`src/rtl/fetch_stage.sv`:
```
`default_nettype none
// ---------------------------------------------------------------------------
// fetch_stage : PC register, instruction-memory request FSM and IF/ID register
// Revision    : 1.0
// ---------------------------------------------------------------------------
module fetch_stage #(
  parameter logic [31:0] RESET_PC = 32'h0000_0000
) (
  input  logic        clk,
  input  logic        rst_n,
  output logic [31:0] pc_out,
  input  logic [31:0] next_pc,
  input  logic        flush,
  input  logic [31:0] redirect_pc,
  input  logic        stall,
  output logic        imem_req,
  output logic [31:0] imem_addr,
  input  logic        imem_ack,
  input  logic [31:0] imem_rdata,
  output logic        if_id_valid,
  output logic [31:0] if_id_instr,
  output logic [31:0] if_id_pc4
);

  typedef enum logic [1:0] {
    S_IDLE = 2'd0,
    S_REQ  = 2'd1,
    S_HOLD = 2'd2,
    S_DROP = 2'd3
  } state_t;

  state_t      state, state_nxt;
  logic [31:0] pc, pc_nxt;
  logic [31:0] hold_buf, hold_buf_nxt;
  logic [31:0] drop_addr, drop_addr_nxt;
  logic        valid_nxt;
  logic [31:0] instr_nxt, pc4_nxt;

  assign pc_out    = pc;
  assign imem_req  = (state == S_REQ) || (state == S_DROP);
  // An abandoned request must keep its address until its response returns.
  assign imem_addr = (state == S_DROP) ? drop_addr : pc;

  always_ff @(posedge clk or negedge rst_n) begin
    if (!rst_n) begin
      state       <= S_IDLE;
      pc          <= RESET_PC;
      hold_buf    <= 32'h0;
      drop_addr   <= 32'h0;
      if_id_valid <= 1'b0;
      if_id_instr <= 32'h0;
      if_id_pc4   <= 32'h0;
    end else begin
      state       <= state_nxt;
      pc          <= pc_nxt;
      hold_buf    <= hold_buf_nxt;
      drop_addr   <= drop_addr_nxt;
      if_id_valid <= valid_nxt;
      if_id_instr <= instr_nxt;
      if_id_pc4   <= pc4_nxt;
    end
  end

  always_comb begin
    state_nxt     = state;
    pc_nxt        = pc;
    hold_buf_nxt  = hold_buf;
    drop_addr_nxt = drop_addr;
    valid_nxt     = if_id_valid;
    instr_nxt     = if_id_instr;
    pc4_nxt       = if_id_pc4;

    if (flush) begin
      valid_nxt = 1'b0;
      pc_nxt    = redirect_pc;
      if (state == S_REQ && !imem_ack) begin
        state_nxt     = S_DROP;
        drop_addr_nxt = pc;
      end else if (state == S_DROP && !imem_ack) begin
        state_nxt = S_DROP;
      end else begin
        // A response landing with the flush is the stale one; nothing left to drop.
        state_nxt = S_REQ;
      end
    end else begin
      case (state)
        S_IDLE: state_nxt = S_REQ;
        S_REQ: begin
          if (imem_ack && !stall) begin
            valid_nxt = 1'b1;
            instr_nxt = imem_rdata;
            pc4_nxt   = pc + 32'd4;
            pc_nxt    = next_pc;
          end else if (imem_ack) begin
            hold_buf_nxt = imem_rdata;
            state_nxt    = S_HOLD;
          end else if (!stall) begin
            valid_nxt = 1'b0;
          end
        end
        S_HOLD: begin
          if (!stall) begin
            valid_nxt = 1'b1;
            instr_nxt = hold_buf;
            pc4_nxt   = pc + 32'd4;
            pc_nxt    = next_pc;
            state_nxt = S_REQ;
          end
        end
        S_DROP: begin
          valid_nxt = 1'b0;
          if (imem_ack) state_nxt = S_REQ;
        end
        default: state_nxt = S_IDLE;
      endcase
    end
  end

endmodule
`default_nettype wire
```
`config.mk`:
```
export PLATFORM = sky130hd
export DESIGN_NAME = fetch_stage
export DESIGN_NICKNAME = d
export VERILOG_FILES = /design/src/rtl/fetch_stage.sv
export SDC_FILE = /design/constraint.sdc
export NUM_CORES = 1
export LEC_CHECK = 0
export CAP_MARGIN = 40
export CORE_UTILIZATION = 50
export CTS_BUF_LIST = sky130_fd_sc_hd__clkbuf_8
export CTS_CLUSTER_SIZE = 30
export DETAILED_ROUTE_END_ITERATION = 12
export GPL_TIMING_DRIVEN = 1
export PLACE_DENSITY = 0.86
export SYNTH_ARGS = -nofsm -noshare
export SYNTH_HDL_FRONTEND = slang
export SYNTH_SLANG_ARGS = --single-unit
```
`constraint.sdc`:
```
create_clock -name clk -period 4.7 [get_ports clk]
set_input_delay 1.175 -clock clk [delete_from_list [all_inputs] [get_ports clk]]
set_output_delay 1.175 -clock clk [all_outputs]
set_load 0.05 [all_outputs]
```
# Word level (Yosys, flattened, before mapping)
# Cells that the tools add are included.
# totals
regBits	163
in_bits	101
output_inout_bits	130
# op_classes
add_sub_neg	1
eq_ne	12
n_mux	25
bitwise_logic	2
n_reduce_logical	16
# ops
op	count
$mux W32	8
$pmux W32 S2	3
$add A32 B3 Y32 const B	1
$reduce_and A4 Y1	4
$mux W2	7
$ne A3 B3 Y1 const B	4
$ne A4 B3 Y1 const B	2
$pmux W2 S4	1
$mux W1	5
$eq A2 B2 Y1 const B	2
$reduce_bool A4 Y1	1
$logic_and A1 B1 Y1	3
$ne A3 B2 Y1 const B	1
$pmux W1 S3	1
$reduce_and A3 Y1	1
$reduce_bool A3 Y1	1
$eq A2 B1 Y1 const B	1
$logic_not A1 Y1	2
$logic_not A2 Y1	1
$ne A2 B1 Y1 const B	1
$ne A2 B2 Y1 const B	1
$not A1 Y1	2
$reduce_and A2 Y1	1
$reduce_bool A2 Y1	1
$logic_or A1 B1 Y1	1

# Longest topological paths before layout
# Gate-level depths: netlist (run 1).
# depth
ltp_word	5
ltp_mapped	7

# Worst setup path before layout (run 1)
# OpenSTA, ideal clock, no wires.
# synth_path
path_type	reg-to-output
from	register state[0]
to	output imem_addr[10]
arrival_ps	1538
setup_slack_ps	1987
path_stages_with_launch	5
path_buffers	2
path_cell_list	dfrtp_1 -> clkbuf_1 -> nand2_1 -> buf_1 -> mux2_2
# synth_between
elab_chain_cells	2
# synth_rtl
item	line_no	source
start, declared	32	state_t state, state_nxt;
start signal, assigned	54	state <= state_nxt;
$eq A2 B2 Y1	42	assign imem_addr = (state == S_DROP) ? drop_addr : pc;
$mux W32	42	
end, declared	17	output logic [31:0] imem_addr,
# No other way between the ends.

# Worst setup path after layout (run 1)
# layout_path
from	register state[0]
to	output imem_addr[22]
# Same word-level chain as after synthesis.

==> impl_metrics.py, run 1 <==
metrics = {
    "clocking": {
        "postCtsSetupBuffers": 0,
        "path_clk_slew_ns": 0.08,
        "ctsHoldBuffers": 0,
        "h-tree-depth": 4,
        "clock-sinks": 163,
        "cts_resized": 0,
        "ctsRootBufferMaster": "clkbuf_8",
        "numCtsBuffers": 17,
        "cts_buffer_depth": 2,
        "cts_tree": "yes",
        "clk_latency_ns": 0.44,
    },
    "timing": {
        "hold_viol": 0,
        "clock_skew_ns": 0.0108,
        "finalCritPeriodShare_pct": 80.6,
        "fmax_mhz": 264,
        "period_needed_ns": 3.79,
        "finalSetupViolations": 0,
        "drv_slew": 0,
        "tightest_slew_ns": 0.798,
        "rsz0062_at_grt": "no",
        "relSlewSlack_pct": 46.8,
        "setup_tns_ns": 0,
    },
    "drt": {
        "drtIter0Drc": 357,
        "wire_per_inst_um": 17.0,
        "wirelength_um": 19100,
        "dr.pass1.iters": 9,
        "drc": 14,
        "vias": 6120,
        "postRouteAntennaNets": 0,
        "vias_per_cell": 5.45,
    },
    "flow_run": {
        "max_cap_viol_count": 0,
    },
    "global_route": {
        "first_global_vias": 6078,
        "gr-usage-all-layers_pct": 25.6,
        "antenna_found_initial": 0,
        "grt_overflow": 0,
        "grt_max_degree": 93,
        "grt_first_pass_wirelength_um": 31500,
    },
    "synthesis": {
        "yosys_warnings": 0,
        "syn_avg_cell_area_sq_um": 10.6,
        "syn-num-nets": 823,
        "synth_compound_area_share_pct": 8.88,
        "synth.yosys.seq_area_share_pct": 53.6,
        "yosys.area_share.simple_pct": 14.2,
        "synth_fa_ha_area_share_pct": 0.164,
        "synth_top_family_by_area": "multiplexers",
        "synth_cell_types": 40,
        "synth.mux.area_fraction_pct": 18.5,
        "synthXorXnorAreaFrac_pct": 1.38,
        "synthCells": 721,
        "ys_ff_latch": 163,
        "syn-cell-area_sq_um": 7610,
    },
    "setup_path": {
        "crit_path_max_fanout": 32,
        "critPathKind": "register to output port",
        "cp.required_ns": 3.52,
        "cp-end-kind": "output port",
        "worstPathArrival_ns": 2.61,
        "start_kind": "register",
    },
    "power": {
        "sw_frac_of_total_pct": 40.0,
        "p_int_mw": 3.21,
        "p_clk_share_pct": 20.3,
        "ir_worst_vdd_mv": 0.278,
        "combPwrFrac_pct": 42.0,
        "power-per-cell-area_nw_per_um2": 512,
        "leakagePower_nw": 4.27,
        "p_seq_share_pct": 37.7,
        "p_sw_mw": 2.14,
    },
    "layout": {
        "diodes": 0,
        "fin_nets": 1028,
        "design_area_sq_um": 10500,
        "layout_common_cells": "228 x clkdlybuf4s50_1, 163 x dfrtp_1, 135 x nand2_1",
        "final_common_cell": "clkdlybuf4s50_1",
        "drive_above_1_share_pct": 15.5,
        "syn_to_final_growth_pct": 37.3,
    },
    "place": {
        "gp_congestion": 0.779,
        "portBuffers": 230,
        "place_hpwl_um": 13000,
        "placedInstanceArea_sq_um": 10000,
    },
    "floorplanning": {
        "io_pins": 231,
        "dieArea_sq_um": 15700,
        "fp.dieW_um": 125,
        "initial_core_util_pct": 51.8,
        "core_area_sq_um": 14700,
        "die_h_um": 125,
        "rows": 44,
    },
    "hold_path": {
        "hp-class": "register to register",
    },
    "status": {
        "run_status": "complete, but fails checks",
        "violations": "DRC",
    },
}
[logic make-up (layout without fill, tap and decap cells)]
| kind of cell | after synthesis | after routing |
|---|---|---|
| AO/OA/AOI/OAI | 115 | 115 |
| XOR/XNOR | 12 | 12 |
| adder cells (fa/ha/maj) | 1 | 1 |
| buffers and inverters | 58 | 276 |
| flip-flops | 163 | 163 |
| multiplexers | 129 | 129 |
| AND/OR/NAND/NOR | 243 | 243 |
[cell usage after synthesis]
| cell type | count | area [sq um] |
|---|---|---|
| a211o_1 | 1 | 8.76 |
| a211oi_2 | 1 | 12.5 |
| a21o_1 | 1 | 7.51 |
| a21oi_1 | 1 | 5.00 |
| a31oi_1 | 47 | 294 |
| and3_1 | 5 | 31.3 |
| and4_1 | 1 | 8.76 |
| buf_1 | 9 | 33.8 |
| buf_2 | 13 | 65.1 |
| buf_4 | 1 | 7.51 |
| buf_6 | 1 | 11.3 |
| clkbuf_1 | 29 | 109 |
| clkbuf_2 | 1 | 5.00 |
| dfrtp_1 | 163 | 4080 |
| ha_1 | 1 | 12.5 |
| inv_1 | 4 | 15.0 |
| mux2_2 | 96 | 1080 |
| mux2i_1 | 33 | 330 |
| nand2_1 | 135 | 507 |
| nand2b_1 | 2 | 12.5 |
| nand3_1 | 11 | 55.1 |
| nand3_2 | 2 | 20.0 |
| nand3b_1 | 1 | 7.51 |
| nand4_1 | 4 | 25.0 |
| nor2_1 | 53 | 199 |
| nor2b_1 | 1 | 6.26 |
| nor3_1 | 2 | 10.0 |
| nor3b_1 | 1 | 7.51 |
| nor4_1 | 1 | 6.26 |
| nor4b_1 | 1 | 8.76 |
| o211ai_1 | 1 | 7.51 |
| o21ai_0 | 53 | 265 |
| o31ai_1 | 10 | 75.1 |
| or3_1 | 5 | 31.3 |
| or3_2 | 1 | 7.51 |
| or3b_2 | 1 | 8.76 |
| or4_1 | 14 | 105 |
| or4_4 | 2 | 22.5 |
| xnor2_1 | 7 | 61.3 |
| xor2_1 | 5 | 43.8 |
[flip-flops by register name, indices dropped and copies added, names as in the netlist]
| signal | flops |
|---|---|
| drop_addr | 32 |
| hold_buf | 32 |
| if_id_instr | 32 |
| if_id_pc4 | 32 |
| pc_out | 32 |
| state | 2 |
| if_id_valid | 1 |
[per-stage QoR]
step                power (mW)  instances  utilization (%)  hold slack, ns  worst slack, ns
finish                    5.35       1123             71.1           0.487            0.911
global route              5.61       1123             71.1           0.511            0.792
CTS                       5.40       1123             71.1           0.488            0.867
detailed placement        4.30       1091             68.2           0.468             1.23
global placement          4.25       1091             68.2           0.459             1.25
floorplan                 3.48        721                -           0.477             1.99
[layer usage]
layer	track usage, %	routed length, um	vias up
met4	8.97	337	0
met1	32.1	8230	2949
met3	5.73	1240	26
met2	43.7	9320	212
met5	0	0	-
li1	-	-	2933
[power by group through the flow]
stage          clock network, mW  registers (mW)  logic, mW
2_1_floorplan                  0            2.68      0.805
3_3_place_gp                   0            2.02       2.22
3_5_place_dp                   0            2.04       2.26
4_1_cts                     1.11            2.02       2.26
5_1_grt                     1.18            2.07       2.36
6_report                    1.09            2.02       2.25
[worst max-delay path, stage by stage (launching register included)]
cell and delay [ns]:
dfrtp_1 0.49, nand2_1 0.11, buf_4 0.42, mux2_2 0.40, clkdlybuf4s50_1 0.72
[layout make-up]
type                            count  area [sq um]
Inverter                            4          15.0
Clock buffer                       19           262
Multi-Input combinational cell    500          3310
Fill cell                        1081          4250
Tap cell                          184           230
Clock inverter                     13           168
Sequential cell                   163          4080
Timing Repair Buffer              240          2390
[final timing paths]
check	from	cells after the start	slack, ns	end
hold reg to reg	if_id_pc4[1]$_DFFE_PN0P_	2	0.49	if_id_pc4[1]$_DFFE_PN0P_
min in group asynchronous	rst_n	1	0.72	if_id_instr[3]$_DFFE_PN0P_
setup reg to reg	pc_out[2]$_DFFE_PN0P_	5	2.33	if_id_pc4[28]$_DFFE_PN0P_
setup / recovery	state[0]$_DFFE_PN0P_	4	0.91	imem_addr[22]
hold / removal	if_id_pc4[1]$_DFFE_PN0P_	2	0.49	if_id_pc4[1]$_DFFE_PN0P_
max in group asynchronous	rst_n	2	3.03	if_id_pc4[19]$_DFFE_PN0P_
Note: power is estimated with default switching activity, not from simulation.
==> run 2, diff against run 1 <==
--- a/config.mk
+++ b/config.mk
@@ -6,12 +6,12 @@
 export NUM_CORES = 1
 export LEC_CHECK = 0
 export CAP_MARGIN = 40
-export CORE_UTILIZATION = 50
+export CORE_UTILIZATION = 44
 export CTS_BUF_LIST = sky130_fd_sc_hd__clkbuf_8
 export CTS_CLUSTER_SIZE = 30
 export DETAILED_ROUTE_END_ITERATION = 12
 export GPL_TIMING_DRIVEN = 1
-export PLACE_DENSITY = 0.86
+export PLACE_DENSITY = 0.81
 export SYNTH_ARGS = -nofsm -noshare
 export SYNTH_HDL_FRONTEND = slang
 export SYNTH_SLANG_ARGS = --single-unit
==> constraint.sdc (replaced) <==
create_clock -name clk -period 3.46 [get_ports clk]
set_input_delay 0.865 -clock clk [delete_from_list [all_inputs] [get_ports clk]]
set_output_delay 0.865 -clock clk [all_outputs]
set_load 0.05 [all_outputs]
==> run 2 against run 1 <==
- first-iteration DRC count is 42% lower
- die area is 13% higher
- sequential share of layout area is 1.7 points lower
- final cell count is 3.6% higher
- hold slack worse by 0.13 ns
- the run now ends clean
- final area is 4.5% higher
- clock skew hardly changed
- sequential power is 36% higher
- critical path depth stayed put
- via count is 0.83% higher
- non-clock buffer count is 6 higher
==> impl_metrics.py, run 2 (same netlist as run 1, synthesis figures left out) <==
metrics = {
    "status": {
        "run_status": "finished, final reports clean",
    },
    "drt": {
        "drtIter0Drc": 206,
        "wirelength_um": 19800,
        "dr.pass1.iters": 5,
        "drc": 0,
        "vias": 6171,
        "vias_per_cell": 5.31,
        "postRouteAntennaNets": 0,
        "wire_per_inst_um": 17.0,
    },
    "timing": {
        "rsz0062_at_grt": "no",
        "finalCritPeriodShare_pct": 85.9,
        "fmax_mhz": 336,
        "tightest_slew_ns": 0.625,
        "finalSetupViolations": 0,
        "clock_skew_ns": 0.0111,
        "drv_slew": 0,
        "hold_ws_ns": 0.360,
        "hold_viol": 0,
        "setup_tns_ns": 0,
        "setup_slack_ns": 0.487,
        "relSlewSlack_pct": 58.3,
        "period_needed_ns": 2.97,
    },
    "clocking": {
        "cts_buffer_depth": 2,
        "ctsRootBufferMaster": "clkbuf_8",
        "h-tree-depth": 4,
        "postCtsSetupBuffers": 0,
        "cts_tree": "yes",
        "clock-sinks": 163,
        "clk_latency_ns": 0.46,
        "cts_resized": 0,
        "ctsHoldBuffers": 0,
        "numCtsBuffers": 17,
        "path_clk_slew_ns": 0.09,
    },
    "layout": {
        "syn_to_final_growth_pct": 43.6,
        "fin_nets": 1034,
        "drive_above_1_share_pct": 19.6,
        "final_common_cell": "clkdlybuf4s50_1",
        "design_area_sq_um": 10900,
        "layout_common_cells": "196 x clkdlybuf4s50_1, 163 x dfrtp_1, 135 x nand2_1",
        "diodes": 0,
    },
    "power": {
        "leakagePower_nw": 4.50,
        "p_seq_share_pct": 35.4,
        "p_int_mw": 4.74,
        "p_sw_mw": 3.00,
        "combPwrFrac_pct": 43.1,
        "p_clk_share_pct": 21.5,
        "ir_worst_vdd_mv": 0.355,
        "power-per-cell-area_nw_per_um2": 708,
        "sw_frac_of_total_pct": 38.7,
    },
    "place": {
        "portBuffers": 230,
        "place_hpwl_um": 13900,
        "gp_congestion": 0.770,
        "dp_slack_ns": 0.507,
        "placedInstanceArea_sq_um": 10400,
    },
    "setup_path": {
        "crit_path_max_fanout": 32,
        "rr_worst_depth": 5,
        "worstPathArrival_ns": 2.11,
        "start_kind": "register",
        "crit_chain": "nand2_1, buf_4, mux2_2, buf_12",
        "cp-end-kind": "output port",
        "critPathMaxStageDelay_ns": 0.49,
        "reg2reg_slack_ns": 1.05,
        "r2r_start": "pc_out[2]$_DFFE_PN0P_",
        "path_buf_inv": 2,
        "r2r-end": "if_id_pc4[28]$_DFFE_PN0P_",
        "cpMaxStageDelayCell": "dfrtp_1",
        "crit_family": "buffers and inverters",
        "critPathKind": "register to output port",
        "cp.required_ns": 2.59,
    },
    "global_route": {
        "gr-usage-all-layers_pct": 23.0,
        "grt_first_pass_wirelength_um": 31700,
        "antenna_found_initial": 0,
        "grt_overflow": 0,
        "grt_max_degree": 68,
        "first_global_vias": 6058,
    },
    "floorplanning": {
        "fp.dieW_um": 134,
        "core_area_sq_um": 16800,
        "io_pins": 231,
        "dieArea_sq_um": 17800,
        "die_h_um": 134,
        "initial_core_util_pct": 45.4,
        "rows": 47,
    },
    "flow_run": {
        "max_cap_viol_count": 0,
    },
    "hold_path": {
        "hp-class": "primary input to async pin",
    },
}
==> run 2: changes by cell type in the layout (fill, tap and decap cells not counted), sizes merged <==
| cell | delta |
|---|---|
| buf | +38 |
| bufinv | +2 |
| clkbuf | +1 |
| clkdlybuf4s50 | -32 |
| clkinvlp | -2 |
| inv | -3 |
==> run 2: worst max path at each step <==
stage	from	end	slack (ns)	cells past startpoint
final	state[0]$_DFFE_PN0P_	imem_addr[10]	0.49	4
after global routing	state[0]$_DFFE_PN0P_	imem_addr[10]	0.38	4
after CTS	state[0]$_DFFE_PN0P_	imem_addr[10]	0.44	4
after detailed placement	imem_ack	pc_out[15]$_DFFE_PN0P_	0.51	6
after global placement	imem_ack	pc_out[13]$_DFFE_PN0P_	0.62	6
after floorplan	pc_out[2]$_DFFE_PN0P_	if_id_pc4[28]$_DFFE_PN0P_	1.02	6
==> run 2: layout make-up <==
cell class                      count  area (sq um)
Inverter                            4          15.0
Multi-Input combinational cell    500          3310
Tap cell                          220           275
Clock inverter                     10           205
Fill cell                        1374          5830
Clock buffer                       20           275
Timing Repair Buffer              246          2760
Sequential cell                   163          4080
==> run 2: metrics by stage <==
stage / util [%] / total power [mW] / std cells
after global routing: 65.2 / 8.07 / 1163
after global placement: 62.3 / 6.05 / 1133
after CTS: 65.2 / 7.81 / 1163
after floorplan: - / 4.73 / 721
final: 65.2 / 7.74 / 1163
after detailed placement: 62.3 / 6.13 / 1133
==> run 2: power groups by stage <==
| stage | clock network (mW) | registers (mW) | logic (mW) |
|---|---|---|---|
| floorplan | 0 | 3.63 | 1.09 |
| global placement | 0 | 2.74 | 3.31 |
| detailed placement | 0 | 2.77 | 3.35 |
| CTS | 1.70 | 2.74 | 3.37 |
| global route | 1.78 | 2.81 | 3.49 |
| finish | 1.66 | 2.74 | 3.34 |
==> run 2: metal layers <==
| metal | vias up | wire length (um) | part of all wire, % | global-route usage, % |
|---|---|---|---|---|
| met5 | - | 0 | 0 | 0 |
| li1 | 2945 | - | - | - |
| met4 | 0 | 304 | 1.5 | 7.77 |
| met1 | 2988 | 8320 | 42 | 28.9 |
| met2 | 211 | 9710 | 49 | 37.8 |
| met3 | 27 | 1470 | 7.4 | 6.85 |
==> run 3, diff against run 2 <==
--- a/config.mk
+++ b/config.mk
@@ -6,6 +6,7 @@
 export NUM_CORES = 1
 export LEC_CHECK = 0
 export CAP_MARGIN = 40
+export CORE_MARGIN = 2
 export CORE_UTILIZATION = 44
 export CTS_BUF_LIST = sky130_fd_sc_hd__clkbuf_8
 export CTS_CLUSTER_SIZE = 30
==> run 3 against run 2 <==
- clock-buffer cell count shrank 2
- final area shrank 0.84%
- non-clock buffer count shrank 2
- sequential share of layout area grew 0.31 points
- fmax grew 1.5%
- critical endpoint is now imem_addr[4]
- highest routed layer unchanged
==> impl_metrics.py, run 3 (same netlist as run 1, synthesis figures left out) <==
metrics = {
    "setup_path": {
        "start_kind": "register",
        "crit_family": "buffers and inverters",
        "critPathKind": "register to output port",
        "reg2reg_slack_ns": 1.08,
        "worstPathArrival_ns": 2.06,
        "critPathMaxStageDelay_ns": 0.50,
        "crit_path_max_fanout": 32,
        "cpMaxStageDelayCell": "dfrtp_1",
        "crit_chain": "nand2_1, buf_4, mux2_2, buf_12",
        "cp.required_ns": 2.59,
        "cp-end-kind": "output port",
        "path_buf_inv": 2,
    },
    "floorplanning": {
        "initial_core_util_pct": 44.5,
        "rows": 48,
        "core_area_sq_um": 17100,
        "dieArea_sq_um": 18400,
        "fp.dieW_um": 136,
        "die_h_um": 136,
        "io_pins": 231,
    },
    "power": {
        "combPwrFrac_pct": 45.1,
        "p_seq_share_pct": 37.1,
        "sw_frac_of_total_pct": 40.2,
        "p_sw_mw": 2.96,
        "p_clk_share_pct": 17.8,
        "power-per-cell-area_nw_per_um2": 681,
        "ir_worst_vdd_mv": 0.398,
        "p_int_mw": 4.41,
        "leakagePower_nw": 4.45,
    },
    "global_route": {
        "grt_first_pass_wirelength_um": 31000,
        "grt_max_degree": 72,
        "gr-usage-all-layers_pct": 21.6,
        "grt_overflow": 0,
        "antenna_found_initial": 0,
        "first_global_vias": 5993,
    },
    "clocking": {
        "cts_tree": "yes",
        "h-tree-depth": 4,
        "ctsHoldBuffers": 0,
        "postCtsSetupBuffers": 0,
        "clk_latency_ns": 0.45,
        "path_clk_slew_ns": 0.08,
        "clock-sinks": 163,
        "cts_resized": 0,
        "cts_buffer_depth": 2,
        "numCtsBuffers": 17,
        "ctsRootBufferMaster": "clkbuf_8",
    },
    "timing": {
        "rsz0062_at_grt": "no",
        "finalCritPeriodShare_pct": 84.6,
        "fmax_mhz": 342,
        "hold_viol": 0,
        "setup_tns_ns": 0,
        "period_needed_ns": 2.93,
        "drv_slew": 0,
        "relSlewSlack_pct": 62.1,
        "tightest_slew_ns": 0.566,
        "clock_skew_ns": 0.0116,
        "setup_slack_ns": 0.533,
        "finalSetupViolations": 0,
    },
    "layout": {
        "design_area_sq_um": 10800,
        "diodes": 0,
        "final_common_cell": "clkdlybuf4s50_1",
        "layout_common_cells": "196 x clkdlybuf4s50_1, 163 x dfrtp_1, 135 x nand2_1",
        "drive_above_1_share_pct": 19.2,
        "fin_nets": 1032,
        "syn_to_final_growth_pct": 42.4,
    },
    "hold_path": {
        "hp-class": "primary input to async pin",
    },
    "drt": {
        "drc": 0,
        "vias_per_cell": 5.23,
        "vias": 6107,
        "wire_per_inst_um": 16.5,
        "dr.pass1.iters": 4,
        "wirelength_um": 19300,
        "postRouteAntennaNets": 0,
        "drtIter0Drc": 313,
    },
    "flow_run": {
        "max_cap_viol_count": 0,
    },
    "place": {
        "gp_congestion": 0.778,
        "portBuffers": 230,
        "place_hpwl_um": 13900,
        "dp_slack_ns": 0.602,
        "placedInstanceArea_sq_um": 10500,
    },
    "status": {
        "run_status": "finished, final reports clean",
    },
}
run 3: final timing paths:
path,end,depth (start not counted),start
min in group clk,if_id_pc4[5]$_DFFE_PN0P_,2,if_id_pc4[5]$_DFFE_PN0P_
max,imem_addr[4],4,state[0]$_DFFE_PN0P_
min,if_id_instr[5]$_DFFE_PN0P_,1,rst_n
min reg2reg,if_id_pc4[5]$_DFFE_PN0P_,2,if_id_pc4[5]$_DFFE_PN0P_
max reg2reg,if_id_pc4[28]$_DFFE_PN0P_,5,pc_out[2]$_DFFE_PN0P_
max in group asynchronous,drop_addr[22]$_DFFE_PN0P_,2,rst_n
run 3: per-stage QoR:
stage                     total power [mW]  std cells  hold slack [ns]  util, %
after floorplan                       4.73        721            0.477        -
after global routing                  7.71       1168            0.403     63.3
after global placement                6.05       1136            0.461     61.1
after detailed placement              6.13       1136            0.466     61.1
final                                 7.37       1168            0.379     63.3
after CTS                             7.45       1168            0.384     63.3
run 3: layer usage:
metal / part of all wire [%] / track usage, %
met2: 49 / 36.2
met3: 7.3 / 6.14
met4: 1.6 / 6.48
met5: 0 / 0
met1: 42 / 27.4
run 3: cell type report:
type,instances,area (sq um)
Clock buffer,18,248
Clock inverter,14,125
Fill cell,1384,6280
Inverter,4,15.0
Multi-Input combinational cell,500,3310
Sequential cell,163,4080
Tap cell,225,282
Timing Repair Buffer,244,2770
run 3: worst reg2reg max path, delay by kind of cell (launching register included):
family | cells | cell delay (ns)
simple gates | 3 | 1.39
flops | 1 | 0.48
fa+ha+maj | 1 | 0.25
compound gates | 1 | 0.17
run 3: power groups by stage:
stage | Combinational [mW] | Clock [mW] | Sequential, mW
finish | 3.33 | 1.31 | 2.73
global route | 3.49 | 1.42 | 2.80
CTS | 3.36 | 1.35 | 2.74
detailed placement | 3.36 | 0 | 2.77
global placement | 3.31 | 0 | 2.75
floorplan | 1.09 | 0 | 3.63
